File: config.mk
export PLATFORM = sky130hd
export DESIGN_NAME = bcd_pair_to_bin
export DESIGN_NICKNAME = d
export VERILOG_FILES = /design/src/rtl/bcd_pair_to_bin.sv
export SDC_FILE = /design/constraint.sdc
export NUM_CORES = 1
export LEC_CHECK = 0
export CORE_MARGIN = 8
export CORE_UTILIZATION = 35
export CTS_BUF_LIST = sky130_fd_sc_hd__clkbuf_4 sky130_fd_sc_hd__clkbuf_8 sky130_fd_sc_hd__clkbuf_16
export DETAILED_ROUTE_END_ITERATION = 8
export GPL_TIMING_DRIVEN = 0
export HOLD_SLACK_MARGIN = 0.1
export PLACE_DENSITY = 0.63
export SLEW_MARGIN = 10
export SYNTH_ARGS = -nofsm -noshare
export SYNTH_HDL_FRONTEND = slang
export SYNTH_SLANG_ARGS = --single-unit
export TNS_END_PERCENT = 20
File: constraint.sdc
create_clock -name clk -period 3.2 [get_ports clk]
set_input_delay 0.64 -clock clk [delete_from_list [all_inputs] [get_ports clk]]
set_output_delay 0.64 -clock clk [all_outputs]
set_load 0.005 [all_outputs]
File: src/rtl/bcd_pair_to_bin.sv
// bcd_pair_to_bin
// Turns a two-digit decimal entry (tens strobe, then units strobe) into a
// 6-bit binary value for the settable time/counter registers. This is the
// inverse of the binary-to-two-digit display decoder.
//
// Ports:
//   clk          - system clock, all logic on the rising edge
//   reset        - synchronous active-high reset
//   digit_in     - BCD digit, sampled only while digit_valid is high
//   digit_valid  - single-cycle strobe qualifying digit_in
//   clear        - synchronous abort, drops any partial entry
//   number       - last successfully converted value, held between entries
//   number_valid - one-cycle pulse when number is updated
//   error        - one-cycle pulse on a bad digit or an out-of-range result
//   tens_pending - a tens digit is stored and units are awaited
//   busy         - conversion cycle in progress, strobes are ignored
module bcd_pair_to_bin #(
    parameter int MAX_VALUE = 59
) (
    input  logic       clk,
    input  logic       reset,
    input  logic [3:0] digit_in,
    input  logic       digit_valid,
    input  logic       clear,
    output logic [5:0] number,
    output logic       number_valid,
    output logic       error,
    output logic       tens_pending,
    output logic       busy
);

    typedef enum logic [1:0] {
        IDLE       = 2'd0,
        WAIT_UNITS = 2'd1,
        CALC       = 2'd2
    } state_t;

    localparam logic [6:0] MAX_LIMIT = 7'(MAX_VALUE);

    state_t     state_q, state_d;
    logic [3:0] tens_q, tens_d;
    logic [3:0] units_q, units_d;
    logic [5:0] number_q, number_d;
    logic       number_valid_q, number_valid_d;
    logic       error_q, error_d;
    logic [6:0] sum;
    logic       digit_ok;

    // tens*10 + units built from shifts; 99 at most, so 7 bits never overflow.
    assign sum = ({3'b000, tens_q} << 3) + ({3'b000, tens_q} << 1) + {3'b000, units_q};
    assign digit_ok = (digit_in <= 4'd9);

    // State register and all registered outputs. The result pulses are
    // recomputed every cycle, so they fall back to zero on their own.
    always_ff @(posedge clk) begin
        if (reset) begin
            state_q        <= IDLE;
            tens_q         <= 4'd0;
            units_q        <= 4'd0;
            number_q       <= 6'd0;
            number_valid_q <= 1'b0;
            error_q        <= 1'b0;
        end else begin
            state_q        <= state_d;
            tens_q         <= tens_d;
            units_q        <= units_d;
            number_q       <= number_d;
            number_valid_q <= number_valid_d;
            error_q        <= error_d;
        end
    end

    // Next-state logic. clear outranks everything except reset: it returns
    // to IDLE and also swallows the result of a CALC cycle. Strobes seen
    // during CALC are dropped without an error.
    always_comb begin
        state_d        = state_q;
        tens_d         = tens_q;
        units_d        = units_q;
        number_d       = number_q;
        number_valid_d = 1'b0;
        error_d        = 1'b0;

        if (clear) begin
            state_d = IDLE;
        end else begin
            case (state_q)
                IDLE: begin
                    if (digit_valid) begin
                        if (digit_ok) begin
                            tens_d  = digit_in;
                            state_d = WAIT_UNITS;
                        end else begin
                            error_d = 1'b1;
                        end
                    end
                end
                WAIT_UNITS: begin
                    if (digit_valid) begin
                        if (digit_ok) begin
                            units_d = digit_in;
                            state_d = CALC;
                        end else begin
                            tens_d  = 4'd0;
                            error_d = 1'b1;
                            state_d = IDLE;
                        end
                    end
                end
                CALC: begin
                    if (sum <= MAX_LIMIT) begin
                        number_d       = sum[5:0];
                        number_valid_d = 1'b1;
                    end else begin
                        error_d = 1'b1;
                    end
                    state_d = IDLE;
                end
                default: begin
                    state_d = IDLE;
                end
            endcase
        end
    end

    assign number       = number_q;
    assign number_valid = number_valid_q;
    assign error        = error_q;
    assign tens_pending = (state_q == WAIT_UNITS);
    assign busy         = (state_q == CALC);

endmodule

==> out/metrics.csv, run 1 <==
stage,metric,value,unit
status,status,"complete, no violations",
logic_synthesis,synth_seq_cells,18,
logic_synthesis,synthArstFlopShare,0,%
power_and_ir_drop,cellPowerDensity,350,nW/um^2
worst_setup_path,crit_chain,"fa_1, fa_1, nand3_1, a21oi_1, nor4bb_1, a21oi_1, a211oi_1",
final_layout,mostFrequentLayoutCells,"dfxtp_1 (18), clkdlybuf4s50_1 (16), a21oi_1 (12), nand3_1 (8)",
sta,max_freq,361,MHz
clock_network,cts.clk_slew.worst_paths,0.11,ns
worst_setup_path,cpMaxStageDelayCell,nor4bb_1,
grt,grt_pass1_wl,3.72,mm
clock_network,hold_buffers,0,
clock_network,cts_root_buffer,clkbuf_4,
die,ios,18,
clock_network,cts_sinks,18,
logic_synthesis,synthMuxAreaShare,4.22,%
die,core-area,2660,sq um
logic_synthesis,synth-compound-area-share,14.8,%
sta,rsz0062_at_grt,no,
drt,first_pass_iters,4,
clock_network,cts_setup_buffers,0,
sta,whs,0.485,ns
final_layout,layout_commonest_cell,dfxtp_1,
logic_synthesis,synth-edff-count,0,
final_layout,layout-drive-gt1-share,6.56,%
logic_synthesis,synth_nets,119,
drt,routed_wl,2.08,mm
sta,slew_violations,0,
logic_synthesis,synthAdderAreaFrac,13.4,%
drt,wl_per_cell,13.6,microns
worst_setup_path,cp_max_fo,5,
worst_setup_path,end_kind,flip-flop,
worst_setup_path,worstSetupStartpointType,flip-flop,
grt,antenna_found_initial,0,
place,dp_hpwl,1.68,mm
drt,drc_errors,0,
sta,final.setup_skew,0.00116,ns
sta,fin_crit,2.77,ns
clock_network,cts_tree,done,
logic_synthesis,synth_cells,102,
die,die_w,68.1,microns
grt,grt-ovfl-total,0,
logic_synthesis,synth_top_family_by_area,simple AND/OR/NAND/NOR gates,
logic_synthesis,yosysWarnings,0,
die,die_h,68.1,microns
clock_network,clock_latency,0.29,ns
logic_synthesis,synthXorXnorAreaFrac,2.77,%
logic_synthesis,syn_area,950,sq um
place,gp_congestion,0.784,
logic_synthesis,synth.avg_cell_area,9.31,sq um
sta,slew_headroom,46.3,%
sta,tightest_slew,0.795,ns
drt,viasPerCell,5.27,
final_layout,fin_nets,140,
sta,fin_setup_tns,0,ns
drt,dr.first_iter.drc_count,15,
final_layout,areaGrowthSynthToFinish,24.8,%
final_layout,fillCellCount,274,
logic_synthesis,ys.flop_type,dfxtp_1,
sta,hold_viol_final,0,
sta,setup_viol,0,
drt,detail-route-antenna-nets,0,
die,rows,19,
clock_network,clk_path_buf_depth,2,
min_path,min_path_type,flip-flop to flip-flop,
die,initial_utilization,35.7,%
clock_network,numCtsBuffers,3,
grt,grt_pass1_vias,844,
power_and_ir_drop,peakVddDrop,0.244,mV
run,maxCapViolations,0,
logic_synthesis,ys_seq_area_share,37.9,%
grt,grt_max_degree,11,
place,io_buffers,16,
clock_network,htree_levels,1,
drt,vias,807,
power_and_ir_drop,p_leak,0.482,nW
logic_synthesis,ys_types,30,
worst_setup_path,crit_arrival,2.98,ns
worst_setup_path,crit_required,3.41,ns
worst_setup_path,max_stage_delay,0.71,ns
die,die_area,4640,sq um
worst_setup_path,crit_type,flip-flop to flip-flop,
final_layout,diodes,0,
grt,grt.total_usage,10.1,%
sta,fin_crit_sh,86.5,%
logic_synthesis,synth-simple-area-share,25.0,%
clock_network,cts_resized,0,
-- cell usage after synthesis, types with 3 or more instances --
cell     instances  area, sq um
or3b_1           4         35.0
xnor2_1          3         26.3
dfxtp_1         18          360
o21ai_0          5         25.0
mux2i_1          4         40.0
a21oi_1         12         60.1
nand2_1          6         22.5
nor2b_1          3         18.8
nand3_1          8         40.0
ha_1             7         87.6
nor2_1           7         26.3
-- final cells by class --
cell class,instances,area (sq um),area share (%)
buffer,4,17.5,1.48
clock buffer,4,36.3,3.06
multi-input combinational,80,572,48.3
sequential,18,360,30.4
tap,31,38.8,3.27
timing repair buffer,16,160,13.5
-- flip-flops by register name (all words and copies together), names as in the netlist --
signal,cells
tens_q,4
state_q,2
error,1
number,6
number_valid,1
units_q,4
-- routing by layer --
layer	wire [microns]	GRT usage, %	up-vias
met3	78	2.62	2
met1	932	11.7	377
li1	-	-	417
met4	17	3.32	0
met2	1050	17.7	11
met5	0	0	-
-- power breakdown --
part | leakage [nW] | switching, mW | internal [mW]
Combinational | 0.315 | 0.0217 | 0.0215
Clock | 0.0210 | 0.0713 | 0.0692
Sequential | 0.145 | 0.00333 | 0.227
-- stage by stage --
step | worst slack, ns | util (%) | total power [mW] | instance area [sq um] | instances
floorplan | 0.678 | - | 0.260 | 950 | 102
global placement | 0.470 | 43.1 | 0.278 | 1150 | 149
detailed placement | 0.467 | 43.1 | 0.279 | 1150 | 149
CTS | 0.417 | 44.5 | 0.417 | 1180 | 153
global route | 0.0971 | 44.5 | 0.433 | 1180 | 153
finish | 0.433 | 44.5 | 0.414 | 1180 | 153
-- critical path, delay by kind of cell, from the launching register on --
kind,cells,cell delay [ns]
AO/OA/AOI/OAI,3,0.48
adder cells (fa/ha/maj),2,0.96
flip-flops,1,0.42
AND/OR/NAND/NOR,2,0.83
-- final timing paths --
check	cells past startpoint	end	slack, ns	startpoint
min	2	number[2]	0.49	number[2]
max	7	number[4]	0.43	tens_q[2]
max reg2reg	7	number[4]	0.43	tens_q[2]
min reg2reg	2	number[2]	0.49	number[2]
-- cells by family (layout without fill, tap and decap cells) --
group | Yosys count | in the layout
buffers and inverters | 4 | 24
flip-flops | 18 | 18
AO/OA/AOI/OAI | 24 | 24
adder cells (fa/ha/maj) | 9 | 9
AND/OR/NAND/NOR | 40 | 40
XOR/XNOR | 3 | 3
multiplexers | 4 | 4
Power figures use the tool's default switching activity.
==> inputs of run 2 (changes only) <==
Settings changed: CORE_UTILIZATION 35 to 45, PLACE_DENSITY 0.63 to 0.77.
==> run 2 against run 1 <==
Effect of this change: worst setup slack improved by 0.024 ns; final cell count decreased by 2.6%; die area decreased by 17%; critical path depth increased by 1; worst hold slack got worse by 0.0067 ns; via count increased by 0.25%; core utilization increased by 15 points; critical path type unchanged; clock-buffer cell count unchanged; critical endpoint is now error; non-clock buffer count unchanged; total power decreased by 1.4%; design area decreased by 0.42%.
==> out/metrics.csv, run 2 (same netlist as run 1, synthesis figures left out) <==
stage,metric,value,unit
sta,hold_viol_final,0,
final_layout,layout_commonest_cell,dfxtp_1,
status,status,"complete, no violations",
die,rows,16,
drt,first_pass_iters,4,
sta,fin_crit_sh,85.7,%
run,maxCapViolations,0,
power_and_ir_drop,cellPowerDensity,346,nW/um^2
sta,rsz0062_at_grt,no,
final_layout,regArea,360,sq um
grt,grt.total_usage,11.4,%
grt,grt_pass1_vias,799,
final_layout,postLayoutCoreUtil,59.5,%
drt,wl_per_cell,12.9,microns
die,ios,18,
place,placed_cell_area,1140,sq um
sta,whs,0.478,ns
sta,final.setup_skew,0.00170,ns
place,dp_hpwl,1.59,mm
die,die_h,61.9,microns
worst_setup_path,crit_type,flip-flop to flip-flop,
die,core-area,1980,sq um
final_layout,mostFrequentLayoutCells,"dfxtp_1 (18), clkdlybuf4s50_1 (16), a21oi_1 (12), nand3_1 (8)",
drt,detail-route-antenna-nets,0,
clock_network,numCtsBuffers,3,
worst_setup_path,max_stage_delay,0.53,ns
drt,viasPerCell,5.43,
worst_setup_path,crit_top_cell,fa_1,
clock_network,cts_sinks,18,
power_and_ir_drop,p_leak,0.482,nW
final_layout,multi_input_area,572,sq um
worst_setup_path,critPathBufInv,1,
final_layout,layout-drive-gt1-share,6.56,%
drt,drc_errors,0,
place,io_buffers,16,
final_layout,largest_reg_flops,6,
sta,setup_viol,0,
clock_network,clock_latency,0.29,ns
sta,tightest_slew,0.722,ns
die,die_area,3840,sq um
sta,final.setup.worst_slack,0.457,ns
clock_network,clk_path_buf_depth,2,
final_layout,fin_nets,140,
power_and_ir_drop,peakVddDrop,0.285,mV
final_layout,fillCellCount,182,
worst_setup_path,crit_chain,"fa_1, fa_1, xnor2_1, a2111oi_0, or2_1, buf_2, o21ai_1, a211oi_1",
grt,grt-ovfl-total,0,
final_layout,diodes,0,
clock_network,cts_resized,0,
drt,dr.first_iter.drc_count,19,
worst_setup_path,cp_max_fo,9,
drt,routed_wl,1.92,mm
clock_network,htree_levels,1,
final_layout,finalInstanceArea,1180,sq um
clock_network,hold_buffers,0,
place,dp_slack,0.485,ns
die,die_w,61.9,microns
clock_network,cts_setup_buffers,0,
sta,slew_headroom,51.2,%
clock_network,cts_tree,done,
die,initial_utilization,47.9,%
place,gp_congestion,0.812,
final_layout,areaGrowthSynthToFinish,24.2,%
worst_setup_path,critPathTopFamily,adder cells,
worst_setup_path,cpMaxStageDelayCell,fa_1,
grt,grt_max_degree,11,
min_path,min_path_type,flip-flop to flip-flop,
sta,fin_crit,2.74,ns
grt,antenna_found_initial,0,
worst_setup_path,crit_arrival,2.96,ns
clock_network,cts.clk_slew.worst_paths,0.10,ns
drt,vias,809,
sta,slew_violations,0,
sta,fin_setup_tns,0,ns
grt,grt_pass1_wl,3.28,mm
worst_setup_path,crit_required,3.41,ns
worst_setup_path,end_kind,flip-flop,
worst_setup_path,worstSetupStartpointType,flip-flop,
sta,max_freq,365,MHz
clock_network,cts_root_buffer,clkbuf_4,
==> run 2: final cells by class <==
type | count | share of cell area (%)
plain buffers | 4 | 1.48
well taps | 27 | 2.86
clock buffers | 4 | 3.08
multi-input cells | 80 | 48.5
repair buffers | 16 | 13.6
flip-flops and latches | 18 | 30.5
==> run 2: worst paths after layout <==
kind | from | end | slack [ns] | cells after the start
worst max-delay path | tens_q[0] | error | 0.46 | 8
worst min-delay path | number[2] | number[2] | 0.48 | 2
worst max register to register | tens_q[0] | error | 0.46 | 8
worst min register to register | number[2] | number[2] | 0.48 | 2
==> run 2: power breakdown <==
group	switching [mW]	total [mW]	internal [mW]
combinational	0.0212	0.0426	0.0214
clock	0.0664	0.136	0.0693
sequential	0.00321	0.230	0.227
==> run 2: worst reg2reg max path, cell delays in order, from the launching register on <==
cell and delay [ns]:
dfxtp_1 0.36, fa_1 0.53, fa_1 0.48, xnor2_1 0.18, a2111oi_0 0.48, or2_1 0.17, buf_2 0.17, o21ai_1 0.10
a211oi_1 0.19
==> run 2: routing by layer <==
metal,vias to the layer above,track usage (%),routed length [microns]
met5,-,0,0
met4,0,4.87,31
met3,4,2.67,94
met2,16,19.8,929
met1,372,12.9,864
li1,417,-,-
==> run 2: metrics by stage <==
| stage | power (mW) | std cells |
|---|---|---|
| global placement | 0.277 | 145 |
| detailed placement | 0.278 | 145 |
| floorplan | 0.260 | 102 |
| finish | 0.409 | 149 |
| CTS | 0.413 | 149 |
| global route | 0.429 | 149 |
